--- src/rtl/vector_argmax_flex.sv ---
// vector_argmax_flex
// Sequential argmax over up to LBUF IEEE-754 single-precision elements,
// one element per clock. Reports the 0-based index and the raw bits of the
// largest element.
//
// Ports:
//   clk        rising-edge clock
//   rst        asynchronous active-high reset
//   vec        flattened vector, element k at vec[32*k +: 32]
//   l          runtime element count (1..LBUF legal)
//   start      level input; a rising edge launches a scan (works in any state)
//   busy       high while scanning
//   done       result valid; held until the next launch
//   err        valid with done; illegal length (or all-NaN scan, see below)
//   index      position of the maximum
//   max_value  float bits of the maximum
//
// Optional feature: define VECTOR_ARGMAX_NAN_SKIP_EN to make NaN elements
// ineligible as the maximum. A scan whose elements are all NaN then ends
// with err=1, index=0, max_value=0. Latency does not change.

module vector_argmax_flex #(
    parameter int LBUF = 3
) (
    input  logic                 clk,
    input  logic                 rst,
    input  logic [32*LBUF-1:0]   vec,
    input  logic [31:0]          l,
    input  logic                 start,
    output logic                 busy,
    output logic                 done,
    output logic                 err,
    output logic [31:0]          index,
    output logic [31:0]          max_value
);

    localparam int CW = $clog2(LBUF + 1);

    typedef enum logic [1:0] {S_IDLE, S_SCAN, S_DONE} state_t;

    state_t       state;
    logic         start_q;
    logic [31:0]  elem_q [LBUF];
    logic [31:0]  l_q;
    logic [CW-1:0] cnt;
    logic         have_best;
    logic [31:0]  best_key;
    logic [31:0]  best_val;
    logic [CW-1:0] best_idx;

    // Unsigned total order over float bits: positives above negatives,
    // and negative magnitudes inverted so larger magnitude sorts lower.
    function automatic logic [31:0] sort_key(input logic [31:0] b);
        return b[31] ? ~b : {1'b1, b[30:0]};
    endfunction

    logic [31:0]   cur;
    logic [31:0]   cur_key;
    logic          cur_ok;
    logic          take;
    logic          last;
    logic          nxt_have;
    logic [31:0]   nxt_key;
    logic [31:0]   nxt_val;
    logic [CW-1:0] nxt_idx;
    logic          launch;

    assign launch = start & ~start_q;

    always_comb begin
        cur     = elem_q[cnt];
        cur_key = sort_key(cur);
`ifdef VECTOR_ARGMAX_NAN_SKIP_EN
        cur_ok  = !((&cur[30:23]) && (|cur[22:0]));
`else
        cur_ok  = 1'b1;
`endif
        // Strictly greater only, so the lowest index wins ties.
        take     = cur_ok && (!have_best || (cur_key > best_key));
        nxt_have = have_best | take;
        nxt_key  = take ? cur_key : best_key;
        nxt_val  = take ? cur     : best_val;
        nxt_idx  = take ? cnt     : best_idx;
        last     = (32'(cnt) == (l_q - 32'd1));
    end

    always_ff @(posedge clk or posedge rst) begin
        if (rst) begin
            state     <= S_IDLE;
            start_q   <= 1'b0;
            for (int k = 0; k < LBUF; k++) elem_q[k] <= '0;
            l_q       <= '0;
            cnt       <= '0;
            have_best <= 1'b0;
            best_key  <= '0;
            best_val  <= '0;
            best_idx  <= '0;
            busy      <= 1'b0;
            done      <= 1'b0;
            err       <= 1'b0;
            index     <= '0;
            max_value <= '0;
        end else begin
            start_q <= start;
            if (launch) begin
                // Copies are latched so later input changes cannot disturb the scan.
                for (int k = 0; k < LBUF; k++) elem_q[k] <= vec[32*k +: 32];
                l_q       <= l;
                cnt       <= '0;
                have_best <= 1'b0;
                if (l == 32'd0 || l > 32'(LBUF)) begin
                    state     <= S_DONE;
                    busy      <= 1'b0;
                    done      <= 1'b1;
                    err       <= 1'b1;
                    index     <= '0;
                    max_value <= '0;
                end else begin
                    state <= S_SCAN;
                    busy  <= 1'b1;
                    done  <= 1'b0;
                    err   <= 1'b0;
                end
            end else begin
                case (state)
                    S_SCAN: begin
                        have_best <= nxt_have;
                        best_key  <= nxt_key;
                        best_val  <= nxt_val;
                        best_idx  <= nxt_idx;
                        cnt       <= cnt + CW'(1);
                        if (last) begin
                            state <= S_DONE;
                            busy  <= 1'b0;
                            done  <= 1'b1;
                            if (nxt_have) begin
                                index     <= 32'(nxt_idx);
                                max_value <= nxt_val;
                            end else begin
                                // Only reachable when every element was skipped.
                                err       <= 1'b1;
                                index     <= '0;
                                max_value <= '0;
                            end
                        end
                    end
                    default: ;
                endcase
            end
        end
    end

endmodule

--- config.mk ---
export PLATFORM = sky130hd
export DESIGN_NAME = vector_argmax_flex
export DESIGN_NICKNAME = d
export VERILOG_FILES = /design/src/rtl/vector_argmax_flex.sv
export SDC_FILE = /design/constraint.sdc
export NUM_CORES = 1
export LEC_CHECK = 0
export BUFFER_PORTS_ARGS = -buffer_cell sky130_fd_sc_hd__buf_2
export CORE_MARGIN = 2
export CORE_UTILIZATION = 50
export DETAILED_ROUTE_END_ITERATION = 12
export GPL_TIMING_DRIVEN = 1
export PLACE_DENSITY = 0.75
export SLEW_MARGIN = 10
export SYNTH_ARGS = -nofsm -noshare
export SYNTH_HDL_FRONTEND = slang
export SYNTH_SLANG_ARGS = --single-unit
--- constraint.sdc ---
create_clock -name clk -period 10.05 [get_ports clk]
set_input_delay 0.5025 -clock clk [delete_from_list [all_inputs] [get_ports clk]]
set_output_delay 0.5025 -clock clk [all_outputs]
set_load 0.03 [all_outputs]
# Word-level counts from Yosys, hierarchy flattened
# Cells that the tools add are included.
[classes]
n_mux = 35
eq_ne = 4
n_lt_le_gt_ge = 3
addsub = 2
reduce_logical = 11
bitwise_logic = 6
[ops]
columns = ["op", "n"]
rows = [
  ["$mux 32", 12],
  ["$bmux 32 s2", 1],
  ["$eq 2x32->1", 1],
  ["$gt 32x2->1 const B", 1],
  ["$gt 32x32->1", 1],
  ["$logic_not 32->1", 1],
  ["$not 32->32", 1],
  ["$sub 32x1->32 const B", 1],
  ["$mux 2", 8],
  ["$mux 1", 14],
  ["$reduce_and 3->1", 3],
  ["$ne 2x1->1 const B", 2],
  ["$reduce_and 2->1", 2],
  ["$reduce_bool 2->1", 2],
  ["$ge 3x3->1 const B", 1],
  ["$not 2->3", 1],
  ["$add 2x1->2 const B", 1],
  ["$eq 2x1->1 const B", 1],
  ["$logic_or 1x1->1", 2],
  ["$not 1->1", 2],
  ["$and 1x1->1", 1],
  ["$logic_not 1->1", 1],
  ["$or 1x1->1", 1],
]
[totals]
regBits = 267
out_inout_bits = 67
word_cells = 77

# Logic depth before layout (Yosys ltp)
# Gate-level depths: netlist of run 1.
[logic_depth]
depth_word = 13
mapped_depth = 18
depth_no_buf = 12

# Worst setup path before layout of run 1
# OpenSTA, ideal clock, no wires.
[synth_timing]
kind = "reg-to-reg"
from = "register cnt[1]"
to = "register best_idx[0]"
setup_slack_ps = 6177
path_stages_with_launch = 14
path_buffers = 3
synth_period_minus_slack_ps = 3873
t_arrival_ps = 3749
path_cell_list = "dfrtp_1 buf_2 buf_1 mux2i_1 o21ai_0 xor2_1 ha_1 and2_1 a221o_1 a221oi_1 o21ai_0 o211ai_1 clkbuf_1 mux2_2"
[synth_via]
elab_chain_cells = 9
[synth_rtl]
columns = ["element", "line_no", "source"]
rows = [
  ["from (decl)", "45", "logic [CW-1:0] cnt;"],
  ["from (signal assigned)", "131", "cnt <= cnt + CW'(1);"],
  ["$not 2->3 (implied by the code) (*)", "71", "cur = elem_q[cnt];"],
  ["$bmux 32 s2 (*)", "71", ""],
  ["$mux 32 (implied by the code) (*) (2 in a row)", "71", ""],
  ["$not 32->32", "54", "return b[31] ? ~b : {1'b1, b[30:0]};"],
  ["$mux 32 (*)", "54", ""],
  ["via cur_key[19]", "58", "logic [31:0] cur_key;"],
  ["$gt 32x32->1 (*)", "79", "take = cur_ok && (!have_best || (cur_key > best_key));"],
  ["$logic_or 1x1->1 (*)", "79", ""],
  ["$mux 2 (*)", "83", "nxt_idx = take ? cnt : best_idx;"],
  ["to (signal assigned)", "130", "best_idx <= nxt_idx;"],
  ["to (decl)", "49", "logic [CW-1:0] best_idx;"],
]
# Mark *: on every way through the listed nets, which the timed path passes. The rest lies on a longest branch. The select of a mux whose other input is x is not followed.
# A chain may end at the register's enable or synchronous reset.

# Final worst setup path of run 1
[layout_timing]
from = "register cnt[1]"
to = "register max_value[4]"
[layout_via]
elab_chain_cells = 13
word_cells_on_any_way = 17
cone_classes = "1 x order compare; 1 x eq/ne; 9 x mux; 3 x bitwise; 3 x reduce/logical"
[layout_rtl]
columns = ["element", "line_no", "source"]
rows = [
  ["$not 2->3 (implied by the code) (*)", "71", ""],
  ["$bmux 32 s2 (*)", "71", ""],
  ["$mux 32 (implied by the code) (*) (2 in a row)", "71", ""],
  ["$not 32->32", "54", ""],
  ["$mux 32 (*)", "54", ""],
  ["via cur_key[17]", "58", ""],
  ["$gt 32x32->1 (*)", "79", ""],
  ["$logic_or 1x1->1 (*)", "79", ""],
  ["$mux 32 / $or 1x1->1 (equally long branches)", "82, 80", ""],
  ["$mux 32 (*)", "136", "if (nxt_have) begin"],
  ["$mux 32 (*)", "132", "if (last) begin"],
  ["$mux 32 (*)", "125", "case (state)"],
  ["$mux 32 (*)", "105", "if (launch) begin"],
  ["to (signal assigned)", "138", "max_value <= nxt_val;"],
  ["to (decl)", "34", "output logic [31:0] max_value"],
]
# Marks and branches as above.

==> results by group, run 1 <==
Route
  • Drc violations: 0
  • Final WL: 27100 um
  • Routed WL per cell: 15.8 um
  • Routed Antenna Nets: 0
  • Vias: 8879
  • First-iteration detailed-routing DRC count: 548
  • DR pass1 iterations: 5
  • Routed vias/inst: 5.19

Worst setup path
  • Critical R2R Launch: cnt[1]$_DFFE_PP0P_
  • Worst endpoint required time: 10.43 ns
  • Setup crit end: max_value[4]$_DFFE_PP0P_
  • Worst reg2reg setup slack: 5.06 ns
  • Startpoint Class: flop
  • Capturing point of the worst reg2reg path: max_value[4]$_DFFE_PP0P_
  • Reg2Reg Depth: 14
  • Critical Path Sink Type: flop
  • Worst setup startpoint: cnt[1]$_DFFE_PP0P_
  • Critical path class: flop to flop
  • Worst-path fanout max: 35
  • Arrival @ worst endpoint: 5.37 ns

Clock network
  • Postcts setup bufs: 0
  • Cts hold-fix bufs: 0
  • Htree depth: 1
  • Clock Latency Late Sink: 0.52 ns
  • CTS Buf Count: 26
  • Root buffer cell: clkbuf_16
  • Bufs on Longest Clock Path: 3
  • CTS tree: done
  • PostCTS Resize Cnt: 0
  • Reg clk slew, reported paths: 0.06 ns
  • TritonCTS Sinks: 235

Pwr
  • PD cells: 170 mW/mm^2
  • Internal: 1690 uW
  • Total power: 2320 uW
  • Sequential Power Share: 0.457
  • Clock Power Share: 0.405
  • Maximum VDD drop: 0.000118 V
  • Combinational share of power: 0.138
  • Switching power share of the total: 0.269
  • P_sw: 624 uW
  • Pleak: 0.00688 uW

Synthesis
  • Post-Syn Area: 0.0118 mm^2
  • Dominant synthesized flop cell: dfrtp_1
  • Most area-consuming cells after synthesis: dfrtp_1 50%, nand2_1 13%, mux2i_1 5.6%
  • Post-synth EDFFs: 0
  • Synth Instances: 1237
  • Top-count cell post-synth: nand2_1
  • Commonest cells post-synth: 422 x nand2_1, 235 x dfrtp_1, 66 x mux2i_1, 46 x o21ai_0, 45 x nor2_1
  • Area share of the largest cell type after synthesis: 0.496
  • Netlist cell types: 58
  • Asr flop ratio synth: 1.00
  • Synth Register Bits: 235
  • YS warnings: 0
  • Area leader, netlist: dfrtp_1
  • Share of the yosys chip area belonging to registers: 0.496
  • Mean area per synthesized cell: 9.58 um^2

Place
  • I/O Buffers: 167
  • Cell area after placement: 0.0128 mm^2
  • Placed cell count: 1664
  • Hpwl dp: 18100 um
  • Final GP Congestion: 0.831

GRT
  • Grt total ovfl: 0
  • First-pass GRT wire length: 44300 um
  • Antenna violations before repair: 0
  • GRT Util Overall: 0.219
  • Maximum number of pins on one net before global-route repair: 154
  • Vias in the first global route: 8807

Floorplan
  • Overall die area: 0.0249 mm^2
  • Number of I/O pins: 198
  • Row count: 56
  • Die W: 158 um
  • Die Ht: 158 um
  • Core Area: 0.0234 mm^2
  • Starting Density: 0.506

Final layout
  • Fin cells: 1712
  • Area grow syn2layout: 15.1%
  • Layout cells sized above 1: 0.220
  • Fillers: 2064
  • Nets@finish: 1537
  • Antenna cells: 0
  • Design area: 0.0136 mm^2

Timing
  • Worst clock skew: 0.0138 ns
  • Final Hold Fails: 0
  • Setup TNS: 0 ns
  • Fin Hold WS: 0.152 ns
  • Max-slew headroom: 0.286
  • RSZ-0062 raised after global routing: no
  • Final Cycle Share: 0.496
  • Max-slew violation count: 0
  • Fmax: 200 MHz
  • Post-layout minimum cycle time: 4.99 ns
  • Final setup viols: 0
  • Worst slew pin tran: 1.07 ns

Job
  • Max-Cap Viols: 0

Hold path
  • HP Class: input port to flop

Outcome
  • Status: finished, final reports clean
==> logic make-up (layout without fill, tap and decap cells) <==
logic type,count (synthesis),in the layout,share of synthesized area
AO/OA/AOI/OAI,149,149,0.0975
flip-flops,235,235,0.496
adder cells (fa/ha/maj),33,33,0.0348
multiplexers,100,100,0.0881
AND/OR/NAND/NOR,541,541,0.195
other,1,30,0.000316
buffers and inverters,139,266,0.0596
XOR/XNOR,39,39,0.0288
==> area by class of cell <==
| class | instances | area, um^2 | share of cell area |
|---|---|---|---|
| Sequential cell | 235 | 5880 | 0.431 |
| Multi-Input combinational cell | 892 | 5430 | 0.398 |
| Timing Repair Buffer | 179 | 926 | 0.0679 |
| Clock buffer | 42 | 802 | 0.0588 |
| Tap cell | 319 | 399 | 0.0293 |
| Inverter | 39 | 154 | 0.0113 |
| Clock inverter | 6 | 55.1 | 0.00404 |
==> how the worst min path moves through the flow <==
stage                           start                endpoint  slack (ns)  depth (start not counted)
5_1_grt                         start       start_q$_DFF_PP0_        0.14                          1
3_5_place_dp   elem_q[78]$_DFFE_PP0P_  elem_q[78]$_DFFE_PP0P_        0.46                          2
2_1_floorplan     l_q[17]$_DFFE_PP0P_     l_q[17]$_DFFE_PP0P_        0.44                          2
6_report                        start       start_q$_DFF_PP0_        0.15                          1
4_1_cts                         start       start_q$_DFF_PP0_        0.13                          1
3_3_place_gp      l_q[15]$_DFFE_PP0P_     l_q[15]$_DFFE_PP0P_        0.46                          2
==> critical path: stages (launching register included) <==
cell and delay, ns:
dfrtp_2 0.42, nor2b_4 0.68, nand2_1 0.21, o21ai_4 0.09
buf_4 0.46, xor2_1 0.25, ha_1 0.28, a21o_1 0.18
a221o_1 0.29, a221oi_1 0.24, o21ai_0 0.21, o21ai_4 0.70
buf_4 0.45, mux2i_1 0.28, o2bb2ai_2 0.07
==> layer usage <==
layer	vias to the layer above	track usage	routed length, um
li1	4326	-	-
met1	4336	0.308	12500
met2	178	0.358	12800
met3	39	0.0342	1100
met4	0	0.0575	579
met5	-	0	0
==> per-stage QoR <==
stage               utilization  worst slack, ns
floorplan                     -             3.10
global placement          0.546             5.16
detailed placement        0.546             5.10
CTS                       0.583             5.03
global route              0.583             4.62
finish                    0.583             5.06
==> flip-flops by register name, indices dropped and copies added, names as in the netlist, 2 cells and up <==
signal,flops
cnt,2
max_value,32
best_key,32
best_val,32
l_q,32
best_idx,2
index,2
elem_q,96
==> layout by cell type, fill, tap and decap left out, types with 4 or more instances in the layout <==
cell and instances:
inv_1 38, xor2_1 32, ha_1 33, buf_4 12, nand2_1 422, mux2_2 34
clkinv_2 5, nand4_1 8, o21ai_0 44, nand3b_1 6, clkbuf_1 8, a21oi_1 42
clkbuf_16 27, clkbuf_8 7, xnor2_1 7, o2bb2ai_1 4, nor4_1 13, o2bb2ai_2 30
buf_2 167, mux2i_1 66, nor2_1 45, nand3_1 4, dfrtp_1 234, nor3_1 5
conb_1 30, or3_1 4, a31oi_1 5
==> power groups by stage <==
stage | Clock (uW) | Combinational [uW] | Sequential (uW)
floorplan | 0 | 244 | 1060
global placement | 0 | 304 | 1070
detailed placement | 0 | 317 | 1070
CTS | 959 | 321 | 1060
global route | 997 | 363 | 1070
finish | 939 | 319 | 1060
No activity file was read; power rests on OpenSTA's default activity.
==> run 2, diff against run 1 <==
--- a/config.mk
+++ b/config.mk
@@ -5,6 +5,7 @@
 export SDC_FILE = /design/constraint.sdc
 export NUM_CORES = 1
 export LEC_CHECK = 0
+export ABC_AREA = 1
 export BUFFER_PORTS_ARGS = -buffer_cell sky130_fd_sc_hd__buf_2
 export CORE_MARGIN = 2
 export CORE_UTILIZATION = 50
==> constraint.sdc (replaced) <==
create_clock -name clk -period 4.7 [get_ports clk]
set_input_delay 0.235 -clock clk [delete_from_list [all_inputs] [get_ports clk]]
set_output_delay 0.235 -clock clk [all_outputs]
set_load 0.03 [all_outputs]
==> results by group, run 2 <==
Timing
  • Final Hold Fails: 0 (unchanged)
  • Setup TNS: 0 ns (unchanged)
  • Final Cycle Share: 0.912 (+0.416)
  • Setup WS post-layout: 0.414 ns (-4.65 ns)
  • Fin Hold WS: 0.0272 ns (-0.124 ns)
  • RSZ-0062 raised after global routing: no
  • Worst clock skew: 0.0198 ns (+0.00600 ns)
  • Final setup viols: 0 (unchanged)
  • Max-slew headroom: 0.406 (+0.120)
  • Fmax: 233 MHz (+16%)
  • Post-layout minimum cycle time: 4.29 ns (-0.702 ns)
  • Worst slew pin tran: 0.889 ns (-0.181 ns)
  • Max-slew violation count: 0 (unchanged)

GRT
  • GRT busiest layer: met2
  • Antenna violations before repair: 2 (+2)
  • Met2 usage: 0.427 (+0.0693)
  • Met1 Use GR: 0.371 (+0.0637)
  • GRT Util Overall: 0.267 (+0.0480)
  • First-pass GRT wire length: 56700 um (+28%)
  • GR Util met3: 0.0334 (-0.000860)
  • Maximum number of pins on one net before global-route repair: 149 (-3.2%)
  • Grt total ovfl: 0 (unchanged)
  • Vias in the first global route: 11200 (+27%)

Pwr
  • Pleak: 0.00845 uW (+23%)
  • Combinational share of power: 0.166 (+0.028)
  • PD cells: 345 mW/mm^2 (+100%)
  • Internal: 3950 uW (+130%)
  • Maximum VDD drop: 0.000242 V (+110%)
  • P_sw: 1490 uW (+140%)
  • Clock Power Share: 0.416 (+0.011)
  • Switching power share of the total: 0.273 (+0.00377)
  • Sequential Power Share: 0.418 (-0.039)

Worst setup path
  • Critical Path Sink Type: flop
  • Worst endpoint required time: 5.14 ns (-5.29 ns)
  • Worst-path fanout max: 42 (+20%)
  • Critical path class: flop to flop
  • Startpoint Class: flop
  • Arrival @ worst endpoint: 4.73 ns (-0.64 ns)

Final layout
  • Area grow syn2layout: 25.3%
  • Nets@finish: 2051 (+33%)
  • Leading cell type in the layout, fill and taps excluded: nand2_1
  • Fillers: 2106 (+2.0%)
  • Biggest register: elem_q
  • Multi-input gate area: 0.00578 mm^2 (+6.6%)
  • Largest register FFs: 96 (unchanged)
  • Reg area: 0.00588 mm^2 (about the same)
  • Most frequent cells in the layout: 657 x nand2_1, 235 x dfrtp_1, 167 x buf_2
  • Layout cells sized above 1: 0.178 (-0.0413)

Synthesis
  • Area share of the largest cell type after synthesis: 0.467 (-0.0288)
  • Top-count cell post-synth: nand2_1
  • Synth Register Bits: 235 (unchanged)
  • Post-Syn Area: 0.0126 mm^2 (+6.2%)
  • Netlist cell types: 40 (-31%)
  • Commonest cells post-synth: 657 x nand2_1, 235 x dfrtp_1, 112 x inv_1, 100 x nor2_1, 73 x o21ai_0
  • Area leader, netlist: dfrtp_1
  • Share of the yosys chip area belonging to registers: 0.467 (-0.0288)
  • Dominant synthesized flop cell: dfrtp_1
  • Asr flop ratio synth: 1.00 (unchanged)
  • Mean area per synthesized cell: 7.75 um^2 (-19%)
  • Synth Instances: 1623 (+31%)
  • YS warnings: 0 (unchanged)
  • Most area-consuming cells after synthesis: dfrtp_1 47%, nand2_1 20%, inv_1 3.3%
  • Post-synth EDFFs: 0 (unchanged)

Outcome
  • Status: finished, final reports clean

Clock network
  • CTS tree: done
  • Clock Latency Late Sink: 0.53 ns (about the same)
  • Htree depth: 1 (unchanged)
  • Root buffer cell: clkbuf_16
  • TritonCTS Sinks: 235 (unchanged)
  • Reg clk slew, reported paths: 0.06 ns (about the same)
  • Bufs on Longest Clock Path: 3 (unchanged)
  • Postcts setup bufs: 0 (unchanged)
  • CTS Buf Count: 26 (unchanged)

Job
  • Max-Cap Viols: 0 (unchanged)

Floorplan
  • Core Area: 0.0250 mm^2 (+6.7%)
  • Starting Density: 0.504 (-0.00240)
  • Die Ht: 163 um (+3.0%)
  • Number of I/O pins: 198 (unchanged)
  • Overall die area: 0.0264 mm^2 (+6.0%)
  • Row count: 58 (+3.6%)
  • Die W: 163 um (+3.0%)

Route
  • Routed Antenna Nets: 0 (unchanged)
  • DR pass1 iterations: 6 (+1)
  • Final WL: 34900 um (+29%)
  • Routed WL per cell: 15.6 um (-1.5%)
  • Drc violations: 0 (unchanged)
  • Routed vias/inst: 5.11 (-1.4%)
  • Vias: 11400 (+29%)
  • First-iteration detailed-routing DRC count: 926 (+69%)

Place
  • Hpwl dp: 22200 um (+22%)
  • I/O Buffers: 167 (unchanged)
  • Final GP Congestion: 0.913 (+9.9%)
  • Pre-CTS WS: 0.564 ns (-4.53 ns)

Hold path
  • HP Class: input port to flop
run 2: changes by cell type after synthesis, moves of 34 or more:
cell     previous run  this run
or2_2               3        64
nand2_1           422       657
nor2_1             45       100
mux2_2             34         0
mux2i_1            66         0
nand3_1             4        54
inv_1              39       112
run 2: power by group through the flow:
| stage | sequential [uW] | combinational, uW | clock (uW) |
|---|---|---|---|
| final | 2270 | 902 | 2260 |
| after global routing | 2290 | 1020 | 2390 |
| after CTS | 2270 | 887 | 2300 |
| after detailed placement | 2300 | 800 | 0 |
| after global placement | 2300 | 785 | 0 |
| after floorplan | 2270 | 606 | 0 |
run 2: routing by layer:
metal	part of all wire	routed length (um)
met1	0.44	15400
met2	0.46	16000
met3	0.059	2070
met4	0.040	1390
met5	0	0
run 2: timing repair:
action	4_1_cts	5_1_grt
hold endpoints to repair	163	0
resized for setup	0	0
hold buffers	128	0
run 2: stage by stage:
step	util	instance area (um^2)	std cells	total power, uW
3_3_place_gp	0.541	13500	2061	3080
2_1_floorplan	-	12700	1652	2880
3_5_place_dp	0.541	13500	2061	3100
4_1_cts	0.631	15800	2236	5450
6_report	0.632	15800	2239	5440
5_1_grt	0.631	15800	2238	5700
run 2: layout make-up:
type,instances,share of cell area
tap,330,0.0262
multi-input combinational,1196,0.367
timing repair buffer,312,0.144
inverter,116,0.0280
sequential,235,0.373
clock inverter,9,0.0110
clock buffer,38,0.0506
antenna,3,0.000476
run 2: critical path, stage by stage, from the launching register on:
cell	delay, ns
dfrtp_1	0.35
buf_4	0.23
inv_2	0.19
or2_2	0.35
a32oi_4	0.17
buf_4	0.48
xor2_1	0.18
ha_1	0.37
nand4_1	0.16
nor4_2	0.33
nand4_1	0.17
nand2_2	0.13
nand2_2	0.08
nand2_4	0.31
buf_4	0.38
nor2_1	0.11
a21oi_1	0.18
run 2: path summary, 6_finish.rpt:
| kind | startpoint | depth (start not counted) | end | slack (ns) |
|---|---|---|---|---|
| min in group asynchronous | rst | 3 | done$_DFFE_PP0P_ | 0.44 |
| setup / recovery | cnt[0]$_DFFE_PP0P_ | 16 | best_key[20]$_DFFE_PP0P_ | 0.41 |
| hold / removal | l[20] | 3 | l_q[20]$_DFFE_PP0P_ | 0.03 |
| max in group asynchronous | rst | 4 | l_q[25]$_DFFE_PP0P_ | 2.96 |
| setup reg to reg | cnt[0]$_DFFE_PP0P_ | 16 | best_key[20]$_DFFE_PP0P_ | 0.41 |
| hold reg to reg | elem_q[89]$_DFFE_PP0P_ | 2 | elem_q[89]$_DFFE_PP0P_ | 0.46 |
run 2: cell families (layout without fill, tap and decap cells):
kind of cell / Yosys count / count (layout) / synth area share
simple gates: 933 / 933 / 0.315
fa+ha+maj: 33 / 33 / 0.0328
compound gates: 165 / 165 / 0.0777
xor+xnor: 35 / 35 / 0.0244
other cells: 1 / 33 / 0.000298
buf+inv: 221 / 475 / 0.0827
flops: 235 / 235 / 0.467
==> run 3, diff against run 2 <==
--- a/config.mk
+++ b/config.mk
@@ -12,6 +12,7 @@
 export DETAILED_ROUTE_END_ITERATION = 12
 export GPL_TIMING_DRIVEN = 1
 export PLACE_DENSITY = 0.75
+export RECOVER_POWER = 100
 export SLEW_MARGIN = 10
 export SYNTH_ARGS = -nofsm -noshare
 export SYNTH_HDL_FRONTEND = slang
==> constraint.sdc (replaced) <==
create_clock -name clk -period 5.4 [get_ports clk]
set_input_delay 0.27 -clock clk [delete_from_list [all_inputs] [get_ports clk]]
set_output_delay 0.27 -clock clk [all_outputs]
set_load 0.03 [all_outputs]
==> results by group, run 3 (same netlist as run 2, synthesis figures left out) <==
Outcome
  • Status: finished with violations
  • Failing checks: capacitance limit, slew limit

Route
  • Routed vias/inst: 5.14 (+0.61%)
  • Routed WL per cell: 15.6 um (about the same)
  • Drc violations: 0 (unchanged)
  • DR pass1 iterations: 5 (-1)
  • Routed Antenna Nets: 0 (unchanged)
  • First-iteration detailed-routing DRC count: 845 (-8.7%)
  • Vias: 11500 (+0.25%)
  • Final WL: 34700 um (-0.38%)

Worst setup path
  • Worst reg2reg setup slack: 0.58 ns (+0.16 ns)
  • Arrival @ worst endpoint: 5.21 ns (+0.48 ns)
  • Critical path depth in cells: 14 (-2)
  • Worst-path fanout max: 54 (+29%)
  • Critical R2R Launch: cnt[0]$_DFFE_PP0P_
  • Crit path cell chain: inv_2 > or2_2 > a32oi_4 > buf_4 > xor2_1 > ha_1 > nand4_1 > nor4_1 > nand4_1 > nand2_1 > nand2_1 > nand2_4 > buf_4 > o21ai_0
  • Setup crit end: best_val[13]$_DFFE_PP0P_
  • Cell family with most CP delay: simple AND/OR/NAND/NOR gates
  • Capturing point of the worst reg2reg path: best_val[13]$_DFFE_PP0P_
  • CP bufs+invs: 3 (-1)
  • Critical path class: flop to flop
  • Slowest-stage cell, CP: dfrtp_1
  • Critical Path Sink Type: flop
  • Startpoint Class: flop
  • Worst endpoint required time: 5.78 ns (+0.64 ns)
  • Reg2Reg Depth: 14 (-2)
  • Worst setup startpoint: cnt[0]$_DFFE_PP0P_
  • CP peak stage delay: 0.56 ns (+0.08 ns)

Final layout
  • Nets@finish: 2047 (-0.20%)
  • Leading cell type in the layout, fill and taps excluded: nand2_1
  • Layout Utilization: 0.619 (-0.0127)
  • Most frequent cells in the layout: 659 x nand2_1, 235 x dfrtp_1, 128 x buf_2
  • Area grow syn2layout: 22.8%
  • Design area: 0.0154 mm^2 (-2.0%)
  • Layout cells sized above 1: 0.152 (-0.0264)
  • Fin cells: 2231 (-0.36%)
  • Biggest register: elem_q
  • Largest register FFs: 96 (unchanged)
  • Fillers: 2169 (+3.0%)
  • Antenna cells: 0 (-3)

GRT
  • Grt total ovfl: 0 (unchanged)
  • Antenna violations before repair: 0 (-2)
  • GRT Util Overall: 0.265 (-0.00243)
  • First-pass GRT wire length: 56200 um (-0.83%)
  • Maximum number of pins on one net before global-route repair: 144 (-3.4%)
  • Vias in the first global route: 11100 (-0.38%)

Clock network
  • CTS Buf Count: 25 (-3.8%)
  • PostCTS Resize Cnt: 0 (unchanged)
  • Htree depth: 1 (unchanged)
  • Root buffer cell: clkbuf_16
  • Reg clk slew, reported paths: 0.06 ns (about the same)
  • TritonCTS Sinks: 235 (unchanged)
  • CTS tree: done
  • Postcts setup bufs: 0 (unchanged)
  • Clock Latency Late Sink: 0.53 ns (about the same)
  • Bufs on Longest Clock Path: 3 (unchanged)

Hold path
  • Hold Crit Start: vec[68]
  • HP Class: input port to flop

Pwr
  • PD cells: 287 mW/mm^2 (-17%)
  • Internal: 3140 uW (-20%)
  • Clock Power Share: 0.376 (-0.040)
  • P_sw: 1290 uW (-13%)
  • Sequential Power Share: 0.446 (+0.028)
  • Maximum VDD drop: 0.000192 V (-21%)
  • Switching power share of the total: 0.291 (+0.0175)
  • Pleak: 0.00816 uW (-3.4%)
  • Combinational share of power: 0.178 (+0.012)

Place
  • Hpwl dp: 22100 um (-0.19%)
  • Final GP Congestion: 0.892 (-2.3%)
  • I/O Buffers: 167 (unchanged)
  • Cell area after placement: 0.0135 mm^2 (-0.20%)
  • Pre-CTS WS: 0.798 ns (+0.234 ns)
  • Placed cell count: 2059 (-0.097%)

Floorplan
  • Number of I/O pins: 198 (unchanged)
  • Starting Density: 0.504 (unchanged)
  • Overall die area: 0.0264 mm^2 (unchanged)
  • Core Area: 0.0250 mm^2 (unchanged)
  • Row count: 58 (unchanged)
  • Die W: 163 um (unchanged)
  • Die Ht: 163 um (unchanged)

Job
  • Max-Cap Viols: 5 (+5)

Timing
  • Final setup viols: 0 (unchanged)
  • Post-layout minimum cycle time: 4.82 ns (+0.536 ns)
  • RSZ-0062 raised after global routing: no
  • Worst slew pin tran: 3.07 ns (+2.18 ns)
  • Final Hold Fails: 0 (unchanged)
  • Max-slew violation count: 330 (+330)
  • Setup WS post-layout: 0.577 ns (+0.164 ns)
  • Setup TNS: 0 ns (unchanged)
  • Max-slew headroom: -1.05 (-1.45)
  • Final Cycle Share: 0.893 (-0.0189)
  • Worst clock skew: 0.00938 ns (-0.0104 ns)
  • Fmax: 207 MHz (-11%)
run 3: how the worst min path moves through the flow:
stage,depth (start not counted),endpoint,slack [ns]
CTS,3,elem_q[4]$_DFFE_PP0P_,0.006
global placement,1,start_q$_DFF_PP0_,0.39
floorplan,0,start_q$_DFF_PP0_,0.30
detailed placement,1,start_q$_DFF_PP0_,0.40
finish,3,elem_q[4]$_DFFE_PP0P_,0.02
global route,3,elem_q[4]$_DFFE_PP0P_,0.02
run 3: what timing repair did:
action | CTS | global route
endpoints found under the hold margin | 160 | 0
setup endpoints to repair | 0 | 0
hold buffers | 127 | 0
run 3: metal layers:
metal / track usage / share of wire
met1: 0.365 / 0.43
met2: 0.429 / 0.46
met3: 0.0346 / 0.069
met4: 0.101 / 0.038
met5: 0 / 0
run 3: worst register-to-register path, stage by stage (launching register included):
cell and delay [ns]:
dfrtp_1 0.56, inv_2 0.32, or2_2 0.39, a32oi_4 0.54
buf_4 0.36, xor2_1 0.13, ha_1 0.37, nand4_1 0.16
nor4_1 0.45, nand4_1 0.16, nand2_1 0.14, nand2_1 0.11
nand2_4 0.31, buf_4 0.51, o21ai_0 0.18
run 3: cell type report:
type	count	area, um^2	area share
Inverter	116	439	0.0284
Timing Repair Buffer	309	2160	0.140
Multi-Input combinational cell	1196	5760	0.373
Clock buffer	38	754	0.0488
Tap cell	330	413	0.0267
Sequential cell	235	5880	0.381
Clock inverter	7	41.3	0.00267
run 3: power by group through the flow:
stage               registers (uW)  clock network, uW  logic (uW)
floorplan                     1980                  0         528
global placement              2000                  0         686
detailed placement            2000                  0         701
CTS                           1970               1700         778
global route                  1990               1770         889
finish                        1980               1670         790
run 3: stage by stage:
step | hold WS, ns | total power [uW]
after CTS | 0.00647 | 4440
after global placement | 0.393 | 2680
final | 0.0208 | 4430
after detailed placement | 0.396 | 2700
after floorplan | 0.301 | 2500
after global routing | 0.0186 | 4650
